==> src/rtl/lsu_pkg.sv <==
// Shared definitions for the load/store unit: funct3 encodings, size masks,
// FSM state type and small decode helpers.
package lsu_pkg;

    localparam logic [2:0] F3_B  = 3'b000;
    localparam logic [2:0] F3_H  = 3'b001;
    localparam logic [2:0] F3_W  = 3'b010;
    localparam logic [2:0] F3_BU = 3'b100;
    localparam logic [2:0] F3_HU = 3'b101;

    localparam logic [3:0] MASK_B = 4'b0001;
    localparam logic [3:0] MASK_H = 4'b0011;
    localparam logic [3:0] MASK_W = 4'b1111;

    typedef enum logic [2:0] {
        ST_IDLE,
        ST_ACC0,
        ST_ACC1,
        ST_WAIT,
        ST_RESP
    } lsu_state_e;

    // Byte-lane mask of an access before it is shifted by the byte offset.
    // Illegal encodings give an empty mask so they never produce a strobe.
    function automatic logic [3:0] size_mask(input logic [2:0] f3);
        case (f3)
            F3_B, F3_BU: return MASK_B;
            F3_H, F3_HU: return MASK_H;
            F3_W:        return MASK_W;
            default:     return 4'b0000;
        endcase
    endfunction

    // Stores only know B/H/W; loads additionally accept the unsigned forms.
    function automatic logic funct3_legal(input logic write, input logic [2:0] f3);
        if (write)
            return (f3 == F3_B) || (f3 == F3_H) || (f3 == F3_W);
        return (f3 == F3_B) || (f3 == F3_H) || (f3 == F3_W) ||
               (f3 == F3_BU) || (f3 == F3_HU);
    endfunction

endpackage

==> src/rtl/lsu_if.sv <==
// Pipeline request/response and word-memory signals of the load/store unit.
// slave is the unit itself; master is the pipeline plus memory side.
interface lsu_if #(
    parameter int ADDR_W = 16
) ();
    logic              req_valid;
    logic              req_ready;
    logic              req_write;
    logic [2:0]        req_funct3;
    logic [31:0]       req_addr;
    logic [31:0]       req_wdata;
    logic              resp_valid;
    logic              resp_err;
    logic [31:0]       resp_rdata;
    logic              mem_read;
    logic              mem_write;
    logic [ADDR_W-1:0] mem_addr;
    logic [3:0]        mem_wstrb;
    logic [31:0]       mem_wdata;
    logic [31:0]       mem_rdata;

    modport slave (
        input  req_valid, req_write, req_funct3, req_addr, req_wdata, mem_rdata,
        output req_ready, resp_valid, resp_err, resp_rdata,
               mem_read, mem_write, mem_addr, mem_wstrb, mem_wdata
    );

    modport master (
        output req_valid, req_write, req_funct3, req_addr, req_wdata, mem_rdata,
        input  req_ready, resp_valid, resp_err, resp_rdata,
               mem_read, mem_write, mem_addr, mem_wstrb, mem_wdata
    );
endinterface

==> src/rtl/lsu_align.sv <==
// Combinational lane steering: store data/strobes across a word pair, and
// load data realignment plus sign/zero extension from a word pair.
module lsu_align
    import lsu_pkg::*;
(
    input  logic [2:0]  funct3,
    input  logic [1:0]  off,
    input  logic [31:0] wdata,
    output logic [7:0]  strb,
    output logic [63:0] lane_data,
    input  logic [31:0] w0,
    input  logic [31:0] w1,
    output logic [31:0] rdata
);
    logic [3:0]  mask;
    logic [31:0] wmask;
    logic [31:0] shifted;

    // Store side: trim data to the access size so unstrobed lanes stay zero.
    always_comb begin
        mask      = size_mask(funct3);
        wmask     = {{8{mask[3]}}, {8{mask[2]}}, {8{mask[1]}}, {8{mask[0]}}};
        strb      = {4'b0000, mask} << off;
        lane_data = {32'b0, wdata & wmask} << {off, 3'b000};
    end

    // Load side: bring the addressed bytes down to bit 0 and extend.
    always_comb begin
        shifted = 32'({w1, w0} >> {off, 3'b000});
        case (funct3)
            F3_B:    rdata = {{24{shifted[7]}}, shifted[7:0]};
            F3_H:    rdata = {{16{shifted[15]}}, shifted[15:0]};
            F3_W:    rdata = shifted;
            F3_BU:   rdata = {24'b0, shifted[7:0]};
            F3_HU:   rdata = {16'b0, shifted[15:0]};
            default: rdata = 32'b0;
        endcase
    end

endmodule

==> src/rtl/load_store_unit.sv <==
// Load/store unit: turns byte-addressed RV32I loads/stores into one or two
// word accesses with byte strobes and returns a single-cycle response.
//
//   state | meaning
//   IDLE  | ready for a request
//   ACC0  | access to word A on the memory port
//   ACC1  | access to word A+1 (boundary-straddling access only)
//   WAIT  | last read word arrives, response data is formed
//   RESP  | resp_valid pulse
module load_store_unit
    import lsu_pkg::*;
#(
    parameter int ADDR_W           = 16,
    parameter bit ALLOW_MISALIGNED = 1'b1
) (
    input  logic  clk,
    input  logic  rst,
    lsu_if.slave  bus
);
    lsu_state_e        state;
    logic              r_write;
    logic [2:0]        r_funct3;
    logic [1:0]        r_off;
    logic [31:0]       r_wdata;
    logic [ADDR_W-1:0] r_addr;
    logic              r_split;
    logic [31:0]       r_w0;

    logic              idle;
    logic              accept;
    logic [2:0]        al_funct3;
    logic [1:0]        al_off;
    logic [31:0]       al_wdata;
    logic [7:0]        al_strb;
    logic [63:0]       al_lane;
    logic [31:0]       ld_w0;
    logic [31:0]       ld_w1;
    logic [31:0]       ld_rdata;
    logic              req_split;
    logic              req_err;
    logic              unused_addr_hi;

    assign idle          = (state == ST_IDLE);
    assign bus.req_ready = idle & ~rst;
    assign accept        = bus.req_valid & bus.req_ready;

    // The aligner sees the live request while idle (to set up the first
    // access at the accept edge) and the registered request afterwards.
    assign al_funct3 = idle ? bus.req_funct3   : r_funct3;
    assign al_off    = idle ? bus.req_addr[1:0] : r_off;
    assign al_wdata  = idle ? bus.req_wdata    : r_wdata;

    // For a split load the first word was captured in ACC1; otherwise the
    // word on mem_rdata is the only one.
    assign ld_w0 = r_split ? r_w0 : bus.mem_rdata;
    assign ld_w1 = r_split ? bus.mem_rdata : 32'b0;

    lsu_align u_align (
        .funct3    (al_funct3),
        .off       (al_off),
        .wdata     (al_wdata),
        .strb      (al_strb),
        .lane_data (al_lane),
        .w0        (ld_w0),
        .w1        (ld_w1),
        .rdata     (ld_rdata)
    );

    assign req_split = (al_strb[7:4] != 4'b0000);
    assign req_err   = !funct3_legal(bus.req_write, bus.req_funct3) ||
                       (!ALLOW_MISALIGNED && req_split);

    assign unused_addr_hi = ^bus.req_addr[31:ADDR_W+2];

    // Sequencer with registered memory strobes and response outputs.
    always_ff @(posedge clk) begin
        if (rst) begin
            state          <= ST_IDLE;
            r_write        <= 1'b0;
            r_funct3       <= 3'b000;
            r_off          <= 2'b00;
            r_wdata        <= 32'b0;
            r_addr         <= '0;
            r_split        <= 1'b0;
            r_w0           <= 32'b0;
            bus.mem_read   <= 1'b0;
            bus.mem_write  <= 1'b0;
            bus.mem_addr   <= '0;
            bus.mem_wstrb  <= 4'b0000;
            bus.mem_wdata  <= 32'b0;
            bus.resp_valid <= 1'b0;
            bus.resp_err   <= 1'b0;
            bus.resp_rdata <= 32'b0;
        end else begin
            bus.mem_read   <= 1'b0;
            bus.mem_write  <= 1'b0;
            bus.mem_addr   <= '0;
            bus.mem_wstrb  <= 4'b0000;
            bus.mem_wdata  <= 32'b0;
            bus.resp_valid <= 1'b0;
            bus.resp_err   <= 1'b0;
            bus.resp_rdata <= 32'b0;

            case (state)
                ST_IDLE: begin
                    if (accept) begin
                        r_write  <= bus.req_write;
                        r_funct3 <= bus.req_funct3;
                        r_off    <= bus.req_addr[1:0];
                        r_wdata  <= bus.req_wdata;
                        r_addr   <= bus.req_addr[ADDR_W+1:2];
                        r_split  <= req_split;
                        if (req_err) begin
                            state          <= ST_RESP;
                            bus.resp_valid <= 1'b1;
                            bus.resp_err   <= 1'b1;
                        end else begin
                            state         <= ST_ACC0;
                            bus.mem_addr  <= bus.req_addr[ADDR_W+1:2];
                            bus.mem_read  <= ~bus.req_write;
                            bus.mem_write <= bus.req_write;
                            if (bus.req_write) begin
                                bus.mem_wstrb <= al_strb[3:0];
                                bus.mem_wdata <= al_lane[31:0];
                            end
                        end
                    end
                end
                ST_ACC0: begin
                    if (r_split) begin
                        state         <= ST_ACC1;
                        bus.mem_addr  <= r_addr + ADDR_W'(1);
                        bus.mem_read  <= ~r_write;
                        bus.mem_write <= r_write;
                        if (r_write) begin
                            bus.mem_wstrb <= al_strb[7:4];
                            bus.mem_wdata <= al_lane[63:32];
                        end
                    end else if (!r_write) begin
                        state <= ST_WAIT;
                    end else begin
                        state          <= ST_RESP;
                        bus.resp_valid <= 1'b1;
                    end
                end
                ST_ACC1: begin
                    if (!r_write) begin
                        r_w0  <= bus.mem_rdata;
                        state <= ST_WAIT;
                    end else begin
                        state          <= ST_RESP;
                        bus.resp_valid <= 1'b1;
                    end
                end
                ST_WAIT: begin
                    state          <= ST_RESP;
                    bus.resp_valid <= 1'b1;
                    bus.resp_rdata <= ld_rdata;
                end
                ST_RESP: begin
                    state <= ST_IDLE;
                end
                default: begin
                    state <= ST_IDLE;
                end
            endcase
        end
    end

endmodule

==> src/flat_wrapper.sv <==
// flat-port wrapper written by rule: the top's interface ports become plain ports
module load_store_unit_flat import lsu_pkg::*;
#(
    parameter int ADDR_W           = 16,
    parameter bit ALLOW_MISALIGNED = 1'b1
)
  (clk, rst, bus_req_valid, bus_req_write, bus_req_funct3, bus_req_addr, bus_req_wdata, bus_mem_rdata, bus_req_ready, bus_resp_valid, bus_resp_err, bus_resp_rdata, bus_mem_read, bus_mem_write, bus_mem_addr, bus_mem_wstrb, bus_mem_wdata);
  lsu_if #(.ADDR_W(ADDR_W)) bus_i ();
  input  logic clk;
  input  logic rst;
  input wire logic [$bits(bus_i.req_valid)-1:0] bus_req_valid;
  input wire logic [$bits(bus_i.req_write)-1:0] bus_req_write;
  input wire logic [$bits(bus_i.req_funct3)-1:0] bus_req_funct3;
  input wire logic [$bits(bus_i.req_addr)-1:0] bus_req_addr;
  input wire logic [$bits(bus_i.req_wdata)-1:0] bus_req_wdata;
  input wire logic [$bits(bus_i.mem_rdata)-1:0] bus_mem_rdata;
  output wire logic [$bits(bus_i.req_ready)-1:0] bus_req_ready;
  output wire logic [$bits(bus_i.resp_valid)-1:0] bus_resp_valid;
  output wire logic [$bits(bus_i.resp_err)-1:0] bus_resp_err;
  output wire logic [$bits(bus_i.resp_rdata)-1:0] bus_resp_rdata;
  output wire logic [$bits(bus_i.mem_read)-1:0] bus_mem_read;
  output wire logic [$bits(bus_i.mem_write)-1:0] bus_mem_write;
  output wire logic [$bits(bus_i.mem_addr)-1:0] bus_mem_addr;
  output wire logic [$bits(bus_i.mem_wstrb)-1:0] bus_mem_wstrb;
  output wire logic [$bits(bus_i.mem_wdata)-1:0] bus_mem_wdata;
  assign bus_i.req_valid = bus_req_valid;
  assign bus_i.req_write = bus_req_write;
  assign bus_i.req_funct3 = bus_req_funct3;
  assign bus_i.req_addr = bus_req_addr;
  assign bus_i.req_wdata = bus_req_wdata;
  assign bus_i.mem_rdata = bus_mem_rdata;
  assign bus_req_ready = bus_i.req_ready;
  assign bus_resp_valid = bus_i.resp_valid;
  assign bus_resp_err = bus_i.resp_err;
  assign bus_resp_rdata = bus_i.resp_rdata;
  assign bus_mem_read = bus_i.mem_read;
  assign bus_mem_write = bus_i.mem_write;
  assign bus_mem_addr = bus_i.mem_addr;
  assign bus_mem_wstrb = bus_i.mem_wstrb;
  assign bus_mem_wdata = bus_i.mem_wdata;
  load_store_unit #(.ADDR_W(ADDR_W), .ALLOW_MISALIGNED(ALLOW_MISALIGNED)) u_core (.clk(clk), .rst(rst), .bus(bus_i));
endmodule
==> config.mk <==
export PLATFORM = sky130hd
export DESIGN_NAME = load_store_unit_flat
export DESIGN_NICKNAME = d
export VERILOG_FILES = /design/src/rtl/lsu_pkg.sv /design/src/rtl/lsu_if.sv /design/src/rtl/lsu_align.sv /design/src/rtl/load_store_unit.sv /design/src/flat_wrapper.sv
export SDC_FILE = /design/constraint.sdc
export NUM_CORES = 1
export LEC_CHECK = 0
export CAP_MARGIN = 40
export CORE_MARGIN = 4
export CORE_UTILIZATION = 52
export CTS_BUF_LIST = sky130_fd_sc_hd__clkbuf_16
export DETAILED_ROUTE_END_ITERATION = 8
export GPL_TIMING_DRIVEN = 1
export PLACE_DENSITY_LB_ADDON = 0.2
export SLEW_MARGIN = 20
export SYNTH_ARGS = -nofsm -noshare
export SYNTH_HDL_FRONTEND = slang
export SYNTH_SLANG_ARGS = --single-unit
==> constraint.sdc <==
create_clock -name clk -period 2.6 [get_ports clk]
set_input_delay 0.52 -clock clk [delete_from_list [all_inputs] [get_ports clk]]
set_output_delay 0.52 -clock clk [all_outputs]
set_load 0.02 [all_outputs]
======== Yosys cells after proc, flatten, opt, wreduce, memory -nomap -nowiden ========
Index checks and enable logic that the tools add are counted.
storage, ports and cells
  logic and storage cells ................. 98
  output and inout port bits .............. 89
  input port bits ......................... 103
  bits in registers ....................... 178
operators by class
  add/sub/neg operators ................... 1
  bitwise gates (word level) .............. 8
  equality and inequality tests ........... 12
  multiplexer cells ....................... 44
  reduce and logical (&&, ||, !) cells .... 14
  shift-type cells ........................ 3
operators with widths
  kind                                                              number
  32-bit 2-to-1 mux                                                 8
  32-bit case mux with 5 select lines                               1
  32-bit case mux with 2 select lines                               1
  32-bit by 5-bit left shift with 64-bit output                     1
  64-bit by 5-bit >> shifter with 32-bit output                     1
  16-bit 2-to-1 mux                                                 3
  32-bit AND                                                        1
  16-bit case mux with 2 select lines                               1
  4-bit 2-to-1 mux                                                  5
  16-bit by 1-bit adder with 16-bit output (second input constant)  1
  3-bit 2-to-1 mux                                                  5
  1-bit 2-to-1 mux                                                  13
  3-bit by 2-bit == test with 1-bit output (second input constant)  4
  3-bit == test (second input constant)                             4
  3-bit case mux with 4 select lines                                1
  4-bit case mux with 3 select lines                                1
  3-bit by 1-bit == test with 1-bit output (second input constant)  3
  3-bit zero test                                                   3
  4-bit case mux with 2 select lines                                1
  2-bit OR reduction                                                4
  4-bit by 2-bit left shift with 8-bit output                       1
  1-bit inverter                                                    5
  1-bit logical OR                                                  4
  1-bit case mux with 2 select lines                                2
  other kinds (6)                                                   8

======== Longest topological paths before layout ========
Gate-level depths: netlist (run 1).
  word-level depth ........................ 11
  mapped depth ............................ 9

======== Hierarchy ========
A second synthesis (run 1) with hierarchy kept.
unflattened totals
  cells, all modules ...................... 1,173
  area, all modules ....................... 9,552.9 µm²
modules (own cells, without submodules)
  module           instances  area each (µm²)  cells each  sequential area each (µm²)
  load_store_unit  1          7,444.6          898         3,563.4
  lsu_align        1          2,108.3          275         0.0

======== Worst setup path before layout (run 1) ========
No wires, ideal clock.
  path kind ............................... input to register
  start point ............................. in bus_req_addr[0]
  end point ............................... reg u_core.bus.resp_rdata[18]
  slack ................................... 0.457 ns
  arrival ................................. 2.019 ns
  stages on the path ...................... 8
  library setup time ...................... 0.123 ns
  cell sequence ........................... or4b_1 -> buf_2 -> nand2_2 -> buf_6 -> buf_4 -> mux4_2 -> a2bb2oi_1 -> nand3_1
between the ends
  word-level cells in the longest chain between the ends .. 3
RTL lines
  what                                           line                    RTL
  start, declared                                flat_wrapper.sv:14      input wire logic [$bits(bus_i.req_addr)-1:0] bus_req_addr;
  2-bit 2-to-1 mux                               load_store_unit.sv:50   assign al_off = idle ? bus.req_addr[1:0] : r_off;
  64-bit by 5-bit >> shifter with 32-bit output  lsu_align.sv:29         shifted = 32'({w1, w0} >> {off, 3'b000});
  32-bit case mux with 5 select lines            lsu_align.sv:30         case (funct3)
  end signal, assigned                           load_store_unit.sv:158  bus.resp_rdata <= ld_rdata;
  end, declared                                  lsu_if.sv:24            output req_ready, resp_valid, resp_err, resp_rdata,
Every way passes these cells.
A chain may end at the register's enable or synchronous reset.

======== Final worst setup path (run 1) ========
  start point ............................. reg u_core.state[1]
  end point ............................... reg u_core.bus.mem_wdata[5] (netlist bit)
between the ends
  word-level cells in the longest chain between the ends .. 11
  elaborated cells between the ends (all ways) .. 23
  classes of those cells .................. eq/ne (5); shift (1); mux (10); bitwise (3); reduce/logical (4)
RTL lines
  what                                           line                                           RTL
  start, declared                                load_store_unit.sv:20                          lsu_state_e state;
  start signal, assigned                         load_store_unit.sv:78                          state <= ST_IDLE;
  start signal, assigned                         load_store_unit.sv:114                         state <= ST_RESP;
  start signal, assigned                         load_store_unit.sv:118                         state <= ST_ACC0;
  3-bit zero test                                load_store_unit.sv:43, load_store_unit.sv:104
  3-bit 2-to-1 mux                               load_store_unit.sv:49                          assign al_funct3 = idle ? bus.req_funct3 : r_funct3;
  3-bit == test, or another cell as far along    lsu_pkg.sv:26                                  case (f3)
  2-bit OR reduction                             lsu_pkg.sv:26
  4-bit case mux with 3 select lines             lsu_pkg.sv:26
  32-bit AND                                     lsu_align.sv:24                                lane_data = {32'b0, wdata & wmask} << {off, 3'b000};
  32-bit by 5-bit left shift with 64-bit output  lsu_align.sv:24
  32-bit 2-to-1 mux                              load_store_unit.sv:122                         if (bus.req_write) begin
  32-bit 2-to-1 mux                              load_store_unit.sv:113                         if (req_err) begin
  32-bit 2-to-1 mux                              load_store_unit.sv:106                         if (accept) begin
  32-bit case mux with 2 select lines (*)        load_store_unit.sv:104                         case (state)
  end signal, assigned                           load_store_unit.sv:124                         bus.mem_wdata <= al_lane[31:0];
  end signal, assigned                           load_store_unit.sv:137                         bus.mem_wdata <= al_lane[63:32];
  end, declared                                  lsu_if.sv:25                                   mem_read, mem_write, mem_addr, mem_wstrb, mem_wdata
Every way passes the cells marked *; elsewhere a longest branch is shown, timed or not.

==> impl_metrics.csv, run 1 <==
group,metric,value,unit
status,outcome,"complete, no violations",
cells_and_area,syn_to_final_growth,32.6,%
timing,slew_headroom,49.6,%
pwr,switchingPower,2310,uW
floorplan,fp.dieW,140,um
timing,maxSlewViolCount,0,
synthesis,synthAdderAreaFrac,0.249,%
timing,rsz0062_at_grt,"no",
synthesis,synth_simple_gate_area_share,21.6,%
min_path,hold_class,"flip-flop to flip-flop",
synthesis,netlist_top_cells_area,"dfxtp_1 39%, nand2_1 9.7%, a21oi_1 6.9%",
timing,period_share,94.3,%
routing,drt-pass1-iter-count,6,
synthesis,synth_compound_area_share,20.1,%
grt,grt_max_degree,52,
placed_design,gp_congestion,0.934,
synthesis,syn-instance-count,1079,
timing,setup_viol,0,
routing,drt-vias-per-instance,6.10,
run,max-cap-violations,0,
grt,first_global_vias,8352,
clocking,root_buffer,"clkbuf_16",
setup_path,critPathCaptureType,"flip-flop",
synthesis,async_flop_share,0,%
grt,antenna_found_initial,1,
routing,ant_nets,0,
setup_path,crit_chain,"buf_4, nor3_2, buf_4, mux2_2, a21oi_1, nor3_1, o32ai_1",
setup_path,cpMaxStageDelayCell,"mux2_2",
grt,grtUsageTotal,28.2,%
synthesis,synth_fp_nets,1183,
setup_path,cp_max_fo,10,
pwr,power.density,608,mW/mm2
clocking,post_cts_buffers,0,
timing,tns,0,ps
setup_path,arrival,2750,ps
pwr,p_sw_share,31.8,%
synthesis,ys_types,68,
floorplan,design.die.area,0.0196,mm2
grt,grt_pass1_wl,44800,um
pwr,seq_power_share,39.7,%
synthesis,yosys_warnings,0,
cells_and_area,nets,1377,
pwr,pwr-share-clk,33.8,%
clocking,post_cts_resize_count,1,
grt,overflow,0,
timing,hold_violations,0,
timing,fmax,408,MHz
synthesis,synth_top_family_by_area,"simple AND/OR/NAND/NOR gates",
pwr,vdd_drop_max,0.505,mV
clocking,cts_buffers,17,
pwr,p_int,4970,uW
synthesis,synth_commonest_cells,"234 x nand2_1, 178 x dfxtp_1, 124 x a21oi_1, 64 x nand3_1, 59 x mux2i_1",
placed_design,dpl-instance-area,0.0114,mm2
clocking,cts_tree,"built",
cells_and_area,postLayoutCellArea,0.0120,mm2
setup_path,path_common_cell,"buf_4",
synthesis,synth_xor_area_share,1.36,%
timing,fin_crit,2450,ps
clocking,clk_pin_slew_worst_paths,70,ps
timing,fin_skew,7.33,ps
setup_path,cp-start-kind,"flip-flop",
synthesis,synth.avg_cell_area,8.38,um2
synthesis,netlist.area_leader.share,39.4,%
cells_and_area,diodes,0,
synthesis,seq_area_frac_synth,39.4,%
routing,drc,0,
synthesis,synth_seq_cells,178,
synthesis,synth_flop_cell,"dfxtp_1",
timing,tightest_slew,754,ps
synthesis,synth_top_area_cell,"dfxtp_1",
clocking,clkSinkCount,178,
cells_and_area,fin_util,71.3,%
clocking,postCtsHoldBufs,0,
synthesis,synth_edf_count,0,
synthesis,synth_most_common_cell,"nand2_1",
routing,drt_iter0_drc,1329,
synthesis,synthMuxAreaShare,12.4,%
routing,avgRoutedWirePerCell,19.0,um
setup_path,critPathMaxStageDelay,430,ps
cells_and_area,drive_above_1_share,14.0,%
setup_path,critPathKind,"flip-flop to flip-flop",
clocking,clock_path_buffers,2,
routing,vias,9183,
floorplan,core_area,0.0168,mm2
placed_design,post-dp-hpwl,20800,um
floorplan,io_pins,192,
synthesis,syn_area,0.00904,mm2
pwr,p_comb_share,26.5,%
clocking,htreeDepth,4,
placed_design,port_buffers,177,
floorplan,start_util,53.8,%
clocking,clkLatencyLatePin,430,ps
floorplan,row_count,47,
floorplan,dieHeight,140,um
routing,wirelength,28700,um
pwr,power.leakage,0.00439,uW
setup_path,cp_data_required_time,2900,ps
final cells by class:
class	count	area, um2
Sequential cell	178	3560
Clock inverter	15	133
Tap cell	220	275
Timing Repair Buffer	265	2530
Multi-Input combinational cell	807	5050
Clock buffer	17	425
Fill cell	1352	4830
Inverter	4	15.0
flip-flops by register name, indices dropped and copies added (netlist names):
name                   cells
u_core.r_addr             16
u_core.bus.mem_wdata      32
u_core.bus.mem_addr       16
u_core.bus.mem_write       1
u_core.bus.mem_wstrb       4
u_core.r_w0               32
u_core.bus.resp_valid      1
u_core.r_off               2
u_core.r_write             1
u_core.bus.mem_read        1
u_core.r_wdata            32
u_core.bus.resp_err        1
u_core.bus.resp_rdata     32
u_core.r_funct3            3
u_core.r_split             1
u_core.state               3
stage by stage:
step	hold slack, ps	setup slack [ps]	std cells	power (uW)
5_1_grt	473	84.3	1506	7540
4_1_cts	455	243	1506	7250
3_5_place_dp	446	-86.6	1474	4820
2_1_floorplan	433	457	1079	4080
3_3_place_gp	439	-21.8	1474	4800
6_report	455	149	1506	7290
logic make-up (layout without fill, tap and decap cells):
kind of cell	count (synthesis)	in the layout
flip-flops	178	178
XOR/XNOR	14	14
AO/OA/AOI/OAI	276	276
AND/OR/NAND/NOR	421	421
multiplexers	94	94
buffers and inverters	94	301
adder cells (fa/ha/maj)	2	2
power groups by stage:
stage / clock network (uW) / registers (uW) / logic [uW]
final: 2460 / 2900 / 1930
after global routing: 2600 / 2910 / 2040
after CTS: 2480 / 2890 / 1880
after detailed placement: 0 / 2950 / 1870
after global placement: 0 / 2950 / 1850
after floorplan: 0 / 2950 / 1130
worst max-delay path, delay by kind of cell (launching register included):
kind,cells,cell delay [ps]
mux,1,430
simple gates,2,450
buf+inv,2,390
compound gates,2,700
flops,1,340
path summary, 6_finish.rpt:
path         slack (ps)  cells past startpoint                       to              start
min                 450                      2        u_core.r_wdata[6]  u_core.r_wdata[6]
min reg2reg         450                      2        u_core.r_wdata[6]  u_core.r_wdata[6]
max                 150                      7  u_core.bus.mem_wdata[5]    u_core.state[1]
max reg2reg         150                      7  u_core.bus.mem_wdata[5]    u_core.state[1]
layout by cell type, fill, tap and decap left out, types with 8 or more instances in the layout:
| cell | Yosys | layout |
|---|---|---|
| a2bb2oi_1 | 18 | 18 |
| mux4_2 | 12 | 12 |
| o21ai_0 | 36 | 36 |
| nand3_1 | 64 | 64 |
| mux2_2 | 22 | 22 |
| a21oi_1 | 124 | 124 |
| clkdlybuf4s50_1 | 0 | 175 |
| o22a_1 | 9 | 9 |
| buf_12 | 0 | 8 |
| nand2_1 | 234 | 234 |
| mux2i_1 | 59 | 59 |
| nor3_1 | 19 | 17 |
| a31oi_1 | 10 | 10 |
| clkbuf_16 | 0 | 17 |
| xor2_1 | 8 | 8 |
| o211ai_1 | 21 | 21 |
| nor2_1 | 27 | 26 |
| or3_1 | 9 | 9 |
| nand4_1 | 14 | 14 |
| buf_4 | 3 | 80 |
| dfxtp_1 | 178 | 178 |
layer usage:
layer	up-vias	GRT usage [%]	routed length, um	part of all wire [%]
met1	4271	40.7	12400	43
met4	2	8.92	592	2.1
met5	-	0	8	0.028
li1	4285	-	-	-
met2	566	41.4	12400	43
met3	59	7.44	3270	11
Note: power is estimated with default switching activity, not from simulation.
==> inputs of run 2 (changes only) <==
Settings changed: REMOVE_ABC_BUFFERS set to 1, SLEW_MARGIN 20 to not set.
==> run 2 against run 1 <==
  * Cell area increased by 1.4%
  * Non-clock buffer count increased by 12
  * Core utilization increased by 1.0 points
  * Sequential power about the same
  * Global-route usage increased by 0.54 points
  * Die area unchanged
  * Combinational power about the same
  * Wire length decreased by 0.89%
  * Flip-flop and latch count unchanged
  * Sequential share of layout area decreased by 0.41 points
  * Clock power increased by 5%
  * Critical path depth unchanged
  * Largest cell class unchanged
  * Highest routed layer is now met4
==> impl_metrics.csv, run 2 (synthesis gave the netlist of run 1 again) <==
group,metric,value,unit
grt,grt_max_degree,54,
floorplan,row_count,47,
grt,antenna_found_initial,0,
routing,drt-pass1-iter-count,8,
timing,tightest_slew,629,ps
timing,fin_skew,11.2,ps
clocking,cts_tree,"built",
floorplan,core_area,0.0168,mm2
clocking,postCtsHoldBufs,0,
setup_path,r2r_setup_slack,280,ps
setup_path,arrival,2710,ps
pwr,seq_power_share,39.1,%
timing,hold_violations,0,
routing,vias,9230,
status,outcome,"complete, no violations",
clocking,clk_pin_slew_worst_paths,70,ps
placed_design,port_buffers,177,
pwr,p_comb_share,25.8,%
pwr,switchingPower,2360,uW
routing,drt_iter0_drc,1073,
cells_and_area,final_cell_mix,"233 x nand2_1, 178 x dfxtp_1, 175 x clkdlybuf4s50_1",
timing,rsz0062_at_grt,"no",
timing,whs,454,ps
setup_path,crit_chain,"clkdlybuf4s50_1, buf_4, o21ai_0, mux2i_1, or2_1, o22a_1, a211oi_2",
setup_path,critPathCaptureType,"flip-flop",
floorplan,design.die.area,0.0196,mm2
routing,avgRoutedWirePerCell,18.7,um
grt,first_global_vias,9019,
floorplan,fp.dieW,140,um
grt,grtUsageTotal,28.8,%
run,max-cap-violations,0,
timing,slew_headroom,58.0,%
clocking,clock_path_buffers,2,
pwr,vdd_drop_max,0.512,mV
clocking,htreeDepth,4,
timing,fmax,426,MHz
timing,tns,0,ps
routing,drt-vias-per-instance,6.08,
placed_design,dp_slack,-120,ps
placed_design,post-dp-hpwl,19900,um
routing,drc,0,
cells_and_area,drive_above_1_share,15.1,%
setup_path,cpMaxStageDelayCell,"clkdlybuf4s50_1",
setup_path,path_buf_inv,2,
setup_path,cp_max_fo,9,
cells_and_area,nets,1389,
grt,overflow,0,
placed_design,gp_congestion,0.986,
clocking,root_buffer,"clkbuf_16",
grt,grt_pass1_wl,46300,um
floorplan,dieHeight,140,um
pwr,pwr-share-clk,35.0,%
setup_path,cp-start-kind,"primary input",
setup_path,critPathMaxStageDelay,510,ps
pwr,power.leakage,0.00447,uW
clocking,clkLatencyLatePin,440,ps
pwr,p_sw_share,32.0,%
setup_path,crit_family,"compound AO/OA/AOI/OAI gates",
pwr,power.density,608,mW/mm2
cells_and_area,syn_to_final_growth,34.4,%
clocking,clkSinkCount,178,
routing,ant_nets,0,
floorplan,start_util,53.8,%
floorplan,io_pins,192,
clocking,cts_buffers,17,
timing,setup_viol,0,
setup_path,cp_data_required_time,2960,ps
timing,fin_ws,254,ps
timing,maxSlewViolCount,0,
cells_and_area,diodes,0,
cells_and_area,final_common_cell,"nand2_1",
timing,fin_crit,2350,ps
min_path,hold_class,"flip-flop to flip-flop",
timing,period_share,90.2,%
pwr,p_int,5030,uW
routing,wirelength,28400,um
setup_path,critPathKind,"primary input to flip-flop",
-- run 2: cell count changes in the layout (fill, tap and decap cells not counted), sizes merged --
cell | previous run | this run
buf | 89 | 101
clkinv | 8 | 4
inv | 9 | 12
clkinvlp | 1 | 2
-- run 2: timing repair --
item / in CTS / in global routing
setup endpoints to repair: 1 / 0
setup buffers: 0 / 0
gates resized for setup: 1 / 0
endpoints found under the hold margin: 0 / 0
-- run 2: worst paths after layout --
path / start / to / cells past startpoint
setup reg to reg: u_core.state[0] / u_core.bus.mem_wdata[21] / 9
hold / removal: u_core.r_wdata[29] / u_core.r_wdata[29] / 2
hold reg to reg: u_core.r_wdata[29] / u_core.r_wdata[29] / 2
setup / recovery: bus_req_funct3[0] / u_core.bus.mem_wdata[27] / 7
-- run 2: power by group through the flow --
| stage | Clock, uW | Sequential (uW) | Combinational [uW] |
|---|---|---|---|
| 2_1_floorplan | 0 | 2980 | 1010 |
| 3_3_place_gp | 0 | 2950 | 1830 |
| 3_5_place_dp | 0 | 2950 | 1860 |
| 4_1_cts | 2620 | 2890 | 1880 |
| 5_1_grt | 2730 | 2900 | 2050 |
| 6_report | 2590 | 2890 | 1910 |
-- run 2: layout make-up --
cell class / instances / area [um2]
Fill cell: 1345 / 4660
Inverter: 4 / 15.0
Clock inverter: 15 / 163
Timing Repair Buffer: 277 / 2660
Tap cell: 220 / 275
Multi-Input combinational cell: 807 / 5050
Clock buffer: 17 / 425
Sequential cell: 178 / 3560
-- run 2: routing by layer --
metal	vias to the layer above	global-route usage, %	wire length, um	share of wire, %
met1	4310	37.2	11400	40
met4	0	9.74	752	2.6
met3	88	7.58	2870	10
met5	-	0	0	0
li1	4302	-	-	-
met2	530	46.9	13400	47
-- run 2: stage by stage --
| stage | area (um2) | instances | util [%] | power, uW |
|---|---|---|---|---|
| finish | 12200 | 1518 | 72.3 | 7390 |
| global route | 12200 | 1518 | 72.3 | 7680 |
| CTS | 12200 | 1518 | 72.3 | 7390 |
| detailed placement | 11600 | 1486 | 68.8 | 4810 |
| global placement | 11500 | 1485 | 68.6 | 4780 |
| floorplan | 8620 | 989 | - | 3980 |
-- run 2: tightest hold or removal path, stage by stage, from the launching register on --
cell and delay, ps:
dfxtp_1 310, nand2_1 50, a21oi_1 50
==> inputs of run 3 (changes only) <==
Settings changed: CORE_UTILIZATION 52 to 55, DONT_BUFFER_PORTS set to 1, TNS_END_PERCENT set to 20.
==> run 3 against run 2 <==
  * Critical path type is now flip-flop to flip-flop
  * Worst setup slack lost 76 ps
  * Power shrank 7.2%
  * Non-clock buffer count shrank 221
  * Combinational power shrank 22%
  * Core utilization shrank 10 points
  * Largest power group unchanged
  * Cell area shrank 18%
==> impl_metrics.csv, run 3 (synthesis gave the netlist of run 1 again) <==
group,metric,value,unit
status,outcome,"complete, no violations",
pwr,vdd_drop_max,0.502,mV
placed_design,post-dp-hpwl,18000,um
pwr,p_sw_share,30.0,%
setup_path,critPathKind,"flip-flop to flip-flop",
placed_design,dp.cells,1261,
setup_path,cpMaxStageDelayCell,"dfxtp_1",
cells_and_area,layout.cells.non_filler,1291,
pwr,seq_power_share,42.7,%
grt,grt_pass1_wl,42100,um
setup_path,cp_max_fo,9,
routing,avgRoutedWirePerCell,20.7,um
timing,fmax,413,MHz
timing,whs,149,ps
routing,wl_met3,3040,um
timing,tightest_slew,897,ps
timing,fin_skew,8.83,ps
pwr,p_comb_share,21.8,%
floorplan,start_util,56.5,%
pwr,pwr-share-clk,35.5,%
timing,rsz0062_at_grt,"no",
routing,drt_iter0_drc,953,
cells_and_area,final_common_cell,"nand2_1",
pwr,power.density,690,mW/mm2
clocking,cts_tree,"built",
clocking,root_buffer,"clkbuf_16",
grt,antenna_found_initial,0,
timing,maxSlewViolCount,0,
clocking,htreeDepth,4,
routing,top_layer_used,"met4",
routing,vias,8148,
grt,first_global_vias,7768,
floorplan,design.die.area,0.0186,mm2
routing,ant_nets,0,
setup_path,arrival,2760,ps
cells_and_area,fin_util,62.1,%
setup_path,r2r_setup_slack,180,ps
run,max-cap-violations,0,
setup_path,cp-start-kind,"flip-flop",
floorplan,io_pins,192,
placed_design,port_buffers,0,
cells_and_area,postLayoutCellArea,0.00993,mm2
routing,drt-vias-per-instance,6.31,
placed_design,dpl-instance-area,0.00937,mm2
timing,fin_crit,2420,ps
pwr,power,6850,uW
floorplan,fp.dieW,136,um
timing,slew_headroom,40.2,%
timing,period_share,93.2,%
pwr,p_int,4800,uW
pwr,switchingPower,2060,uW
clocking,clk_pin_slew_worst_paths,70,ps
routing,wirelength,26700,um
clocking,post_cts_buffers,0,
timing,hold_violations,0,
grt,overflow,0,
cells_and_area,drive_above_1_share,13.7,%
timing,setup_viol,0,
clocking,clkSinkCount,178,
grt,grtUsageTotal,28.8,%
clocking,clkLatencyLatePin,430,ps
floorplan,dieHeight,136,um
setup_path,crit_chain,"buf_4, o31a_1, nor2_2, or2_1, o22a_1, a211oi_2",
grt,grt_max_degree,93,
clocking,cts_buffers,17,
routing,dr_wl_met2,12100,um
cells_and_area,syn_to_final_growth,9.77,%
floorplan,core_area,0.0160,mm2
cells_and_area,final_cell_mix,"233 x nand2_1, 177 x dfxtp_1, 124 x a21oi_1",
pwr,power.leakage,0.00355,uW
setup_path,critPathMaxStageDelay,500,ps
cells_and_area,nets,1168,
routing,drc,0,
setup_path,critPathCaptureType,"flip-flop",
setup_path,cp_data_required_time,2940,ps
placed_design,gp_congestion,0.926,
routing,drt-pass1-iter-count,5,
cells_and_area,diodes,0,
routing,m1WireLength,11100,um
cells_and_area,fill_cells,1460,
clocking,clock_path_buffers,2,
floorplan,row_count,46,
min_path,hold_class,"primary input to flip-flop",
-- run 3: cell count changes in the layout (fill, tap and decap cells not counted), moves of 3 or more --
cell | previous run | this run
clkdlybuf4s50_1 | 175 | 0
buf_4 | 89 | 51
buf_12 | 10 | 4
inv_8 | 5 | 0
clkinv_4 | 4 | 1
inv_6 | 3 | 0
-- run 3: worst paths after layout --
path                 startpoint                       end  depth (start not counted)
max             u_core.state[1]  u_core.bus.mem_wdata[31]                          6
max reg2reg     u_core.state[1]  u_core.bus.mem_wdata[31]                          6
min                         rst         u_core.r_addr[11]                          1
min reg2reg  u_core.r_wdata[30]        u_core.r_wdata[30]                          2
-- run 3: power groups by stage --
stage               combinational [uW]  sequential (uW)  clock, uW
floorplan                         1010             2980          0
global placement                  1440             2980          0
CTS                               1460             2920       2470
finish                            1490             2930       2440
detailed placement                1460             2980          0
global route                      1610             2940       2600
-- run 3: critical path: cells and delay by family (launching register included) --
kind,cells,cell delay [ps]
simple gates,2,620
compound gates,3,960
buf+inv,1,250
flops,1,500
-- run 3: final cells by class --
| class | instances | area, um2 | share of cell area, % |
|---|---|---|---|
| Multi-Input combinational cell | 807 | 5060 | 51.0 |
| Sequential cell | 178 | 3560 | 35.9 |
| Timing Repair Buffer | 56 | 468 | 4.71 |
| Clock buffer | 17 | 425 | 4.28 |
| Tap cell | 216 | 270 | 2.72 |
| Clock inverter | 13 | 124 | 1.25 |
| Inverter | 4 | 15.0 | 0.151 |
-- run 3: timing repair --
action                     4_1_cts  5_1_grt
gates resized for setup          0        3
hold buffers                     0        0
setup endpoints to repair        0       14
-- run 3: per-layer routing --
| layer | track usage, % | vias up |
|---|---|---|
| met2 | 44.4 | 401 |
| met3 | 10.1 | 47 |
| li1 | - | 3859 |
| met1 | 38.1 | 3841 |
| met5 | 0 | - |
| met4 | 8.68 | 0 |
-- run 3: metrics by stage --
| stage | setup TNS (ps) | worst slack (ps) |
|---|---|---|
| 2_1_floorplan | -204400 | -3220 |
| 3_3_place_gp | 0 | 147 |
| 3_5_place_dp | 0 | 142 |
| 4_1_cts | 0 | 119 |
| 5_1_grt | 0 | 24.1 |
| 6_report | 0 | 178 |
==> edit 1, RTL diff (flow settings as in run 1) <==
`ADDR_W` is set to 16 in 3 places; all go to 15.
--- a/src/rtl/lsu_if.sv
+++ b/src/rtl/lsu_if.sv
@@ -2,5 +2,5 @@
 // slave is the unit itself; master is the pipeline plus memory side.
 interface lsu_if #(
-    parameter int ADDR_W = 16
+    parameter int ADDR_W = 15
 ) ();
     logic              req_valid;
--- a/src/rtl/load_store_unit.sv
+++ b/src/rtl/load_store_unit.sv
@@ -11,5 +11,5 @@
     import lsu_pkg::*;
 #(
-    parameter int ADDR_W           = 16,
+    parameter int ADDR_W           = 15,
     parameter bit ALLOW_MISALIGNED = 1'b1
 ) (
--- a/src/flat_wrapper.sv
+++ b/src/flat_wrapper.sv
@@ -2,5 +2,5 @@
 module load_store_unit_flat import lsu_pkg::*;
 #(
-    parameter int ADDR_W           = 16,
+    parameter int ADDR_W           = 15,
     parameter bit ALLOW_MISALIGNED = 1'b1
 )
Ports: changed (resized bus_mem_addr); port bits go from 192 to 191. No check against the original RTL was run, so the function may have changed too.
==> edit 1 against run 1 <==
- clock skew is 0.0022 ns higher
- sequential cell count is 2 lower
- setup slack got worse by 0.039 ns
- count of clock-buffer cells in the layout unchanged
- design area rose by 1.9%
- critical path type unchanged
- synthesized cell count increased by 4.8%
- via count up 5.4%
- wire length up 10%
- final cell count increased by 3.7%
- power up 8.7%
- synthesized area is 1.0% lower
- critical path depth down 1
- highest routed layer is now met4
- fmax down 1.6%
==> edit 1: results (changes against run 1) <==
metric	value	unit	change
p_leak	4.389	nW	about the same
clk_pin_slew_worst_paths	0.07	ns	about the same
finClkSkew	0.009512	ns	+0.002183 ns
synthArstFlopShare	0	%	unchanged
crit_slowest_cell	or3_1		
root_buffer	clkbuf_16		
status	complete, no violations		
clkLatencyLatePin	0.43	ns	about the same
cts_max_path_buffers	2		unchanged
synth_common_cells	235 x nand2_1, 176 x dfxtp_1, 159 x a21oi_1, 67 x clkbuf_1, 62 x nand3_1		
crit_arrival	2.80	ns	+0.05 ns
post_dp_cell_area	0.01155	sq mm	+1.0%
synth_fa_ha_area_share	0.1397	%	-0.11 points
synth_mux_area_share	7.923	%	-4.5 points
syn_nets	1235		+4.4%
maxUsedRoutingLayer	met4		
grt_max_degree	53		+1.9%
relSlewSlack	56.06	%	+6.5 points
yosys_warnings	0		unchanged
via_count	9678		+5.4%
grt_pass1_wl	49650	um	+11%
cp_max_fo	8		-2
drtPass1Iterations	5		-1
dp_hpwl	22490	um	+7.9%
synth_xor_xnor_area_share	1.272	%	-0.084 points
critPathTopFamily	simple AND/OR/NAND/NOR gates		
synth_cell_types	65		-4.4%
max_stage_delay	0.52	ns	+0.09 ns
grt_pass1_vias	9036		+8.2%
antennaDiodeCount	0		unchanged
min_path_type	flip-flop to flip-flop		
drive_gt1_share	14.31	%	+0.31 points
drtIter0Drc	1027		-23%
yosysTopAreaCell	dfxtp_1		
gp_congestion	0.9562		+2.3%
routed_wl	31550	um	+10%
nets	1433		+4.1%
numCtsBuffers	17		unchanged
portBuffers	175		-1.1%
wl_met2	13990	um	+13%
wl_met3	3298	um	+1.0%
drt-met1-wl	13500	um	+8.7%
die_x	139.2	um	-0.48%
synth_area_leaders	dfxtp_1 39%, nand2_1 9.9%, a21oi_1 8.9%, nand3_1 3.5%, mux4_2 3.0%		
synth-compound-area-share	23.03	%	+3.0 points
grtUsageTotal	31.56	%	+3.3 points
ys_seq_area_share	39.35	%	-0.045 points
pre_cts_slack	-0.1850	ns	-0.09837 ns
antenna_found_initial	0		-1
h-tree-depth	4		unchanged
hold_viol	0		unchanged
peakVddDrop	543.9	uV	+7.8%
edit 1: worst paths after layout:
check	endpoint	cells past startpoint	slack, ns	startpoint
max	u_core.bus.resp_rdata[9]$_SDFF_PP0_	6	0.11	u_core.state[0]$_SDFFE_PP0P_
min	u_core.r_wdata[31]$_SDFFE_PP0P_	2	0.45	u_core.r_wdata[31]$_SDFFE_PP0P_
max reg2reg	u_core.bus.resp_rdata[9]$_SDFF_PP0_	6	0.11	u_core.state[0]$_SDFFE_PP0P_
min reg2reg	u_core.r_wdata[31]$_SDFFE_PP0P_	2	0.45	u_core.r_wdata[31]$_SDFFE_PP0P_
edit 1: final cells by class:
type                            instances  area [sq um]
Timing Repair Buffer                  281          2711
Clock inverter                         15         226.5
Tap cell                              220         275.3
Inverter                                5         18.77
Clock buffer                           17         425.4
Multi-Input combinational cell        848          5034
Fill cell                            1295          4486
Sequential cell                       176          3525
edit 1: report_power, final:
| part | switching [W] | internal, W | total (W) |
|---|---|---|---|
| sequential | 0.0000752 | 0.00279 | 0.00286 |
| combinational | 0.00131 | 0.000898 | 0.00221 |
| clock | 0.00113 | 0.00172 | 0.00285 |
edit 1: per-layer routing:
metal	vias to the layer above	global-route usage (%)
li1	4497	-
met1	4525	44.39
met2	585	47.66
met3	71	8.062
met4	0	10.20
met5	-	0
edit 1: logic make-up after synthesis:
kind of cell | after synthesis
flip-flops | 176
buffers and inverters | 107
adder cells (fa/ha/maj) | 1
XOR/XNOR | 13
AO/OA/AOI/OAI | 336
multiplexers | 53
AND/OR/NAND/NOR | 445
edit 1: timing repair:
item,4_1_cts,5_1_grt
buffers inserted,0,0
endpoints found under the setup margin,1,18
resized for setup,1,3
edit 1: stage by stage:
step	setup TNS, ns	instances	hold slack, ns	util, %
3_3_place_gp	-0.9488	1529	0.4405	69.07
6_report	0	1562	0.4540	73.14
3_5_place_dp	-1.679	1530	0.4469	69.16
2_1_floorplan	0	1131	0.4319	-
5_1_grt	0	1562	0.4711	73.14
4_1_cts	0	1562	0.4566	73.06
edit 1: worst min-delay path, cell delays in order, from the launching register on:
cell and delay (ns):
dfxtp_1 0.31, nand2_1 0.05, a21oi_1 0.05
==> edit 2, RTL diff (flow settings as in run 1) <==
Without the edit above. Re-encode `lsu_state_e` (5 states) as one-hot, 5 bits wide.
--- a/src/rtl/lsu_pkg.sv
+++ b/src/rtl/lsu_pkg.sv
@@ -13,10 +13,10 @@
     localparam logic [3:0] MASK_W = 4'b1111;
 
-    typedef enum logic [2:0] {
-        ST_IDLE,
-        ST_ACC0,
-        ST_ACC1,
-        ST_WAIT,
-        ST_RESP
+    typedef enum logic [4:0] {
+        ST_IDLE = 5'b00001,
+        ST_ACC0 = 5'b00010,
+        ST_ACC1 = 5'b00100,
+        ST_WAIT = 5'b01000,
+        ST_RESP = 5'b10000
     } lsu_state_e;
 
Function: no difference found for any inputs over 4 cycles, from zero or initial values and one cycle with rst high; so few cycles prove little.
==> edit 2 against run 1 <==
- critical endpoint is now u_core.bus.mem_wdata[21]$_SDFF_PP0_
- largest power group unchanged
- final cell count up 2.9%
- non-clock buffer count decreased by 1
- critical path type unchanged
- design area increased by 3.0%
- synthesized area is 3.3% higher
- wire length grew 1.1%
- sequential cell count is 2 higher
- power increased by 5.2%
- setup slack got worse by 0.072 ns
==> edit 2: results (changes against run 1) <==
metric	value	unit	change
status	complete, no violations		
drive_gt1_share	14.72	%	+0.72 points
nets	1417		+2.9%
ys_seq_area_share	38.55	%	-0.84 points
synth-compound-area-share	22.09	%	+2.0 points
via_count	9269		+0.94%
p_leak	4.412	nW	+0.54%
cp_max_fo	9		-1
wl_met2	12940	um	+4.3%
grt_pass1_vias	8704		+4.2%
critPathTopFamily	simple AND/OR/NAND/NOR gates		
dp_hpwl	20860	um	+0.12%
worst_pin_slew	0.6904	ns	-0.06313 ns
drtIter0Drc	1073		-19%
p_comb	0.00207	W	+7%
critPathLaunch	u_core.state[2]$_SDFFE_PP0P_		
clockPowerShare	34.8	%	+1.0 points
crit_slowest_cell	or4b_4		
finClkSkew	0.009533	ns	+0.002205 ns
gp_congestion	0.9371		+0.30%
peakVddDrop	516.9	uV	+2.4%
grt_util_met3	4.234	%	-3.2 points
pre_cts_slack	-0.2048	ns	-0.1183 ns
synth_xor_xnor_area_share	1.499	%	+0.14 points
synth_area_leaders	dfxtp_1 39%, nand2_1 7.5%, mux2_2 6.5%, a21oi_1 6.2%, nand3_1 3.4%		
cp-endpoint	u_core.bus.mem_wdata[21]$_SDFF_PP0_		
wl_met3	2344	um	-28%
min_period_over_period	97.05	%	+2.8 points
antenna_found_initial	0		-1
grt.met2_usage	43.08	%	+1.7 points
drtPass1Iterations	8		+2
grtUsageTotal	27.99	%	-0.26 points
avgSynthCellArea	8.308	sq um	-0.89%
grt_pass1_wl	45890	um	+2.3%
met1_usage	40.23	%	-0.47 points
synth_mux_area_share	11.51	%	-0.90 points
grt_max_degree	82		+58%
post_cts_resized	2		+1
maxUsedRoutingLayer	met4		
edit 2: cell types whose count changed after synthesis, sizes merged, moves of 9 or more:
cell	before	now
a2bb2oi	18	1
nor2	28	61
mux2	22	54
clkbuf	48	62
o21ai	36	64
buf	42	33
a222oi	2	12
nand4	14	5
a22oi	1	19
nand2	237	187
mux2i	60	31
a21oi	124	115
nand2b	4	36
edit 2: logic make-up after synthesis:
family,Yosys count
AND/OR/NAND/NOR,416
AO/OA/AOI/OAI,318
flip-flops,180
buffers and inverters,102
multiplexers,92
XOR/XNOR,16
adder cells (fa/ha/maj),1
edit 2: final cells by class:
class                           instances  area, sq um
Fill cell                            1386         5122
Inverter                                7        26.28
Clock buffer                           17        425.4
Tap cell                              225        281.5
Timing Repair Buffer                  264         2526
Multi-Input combinational cell        843         5320
Clock inverter                         14        171.4
Sequential cell                       180         3603
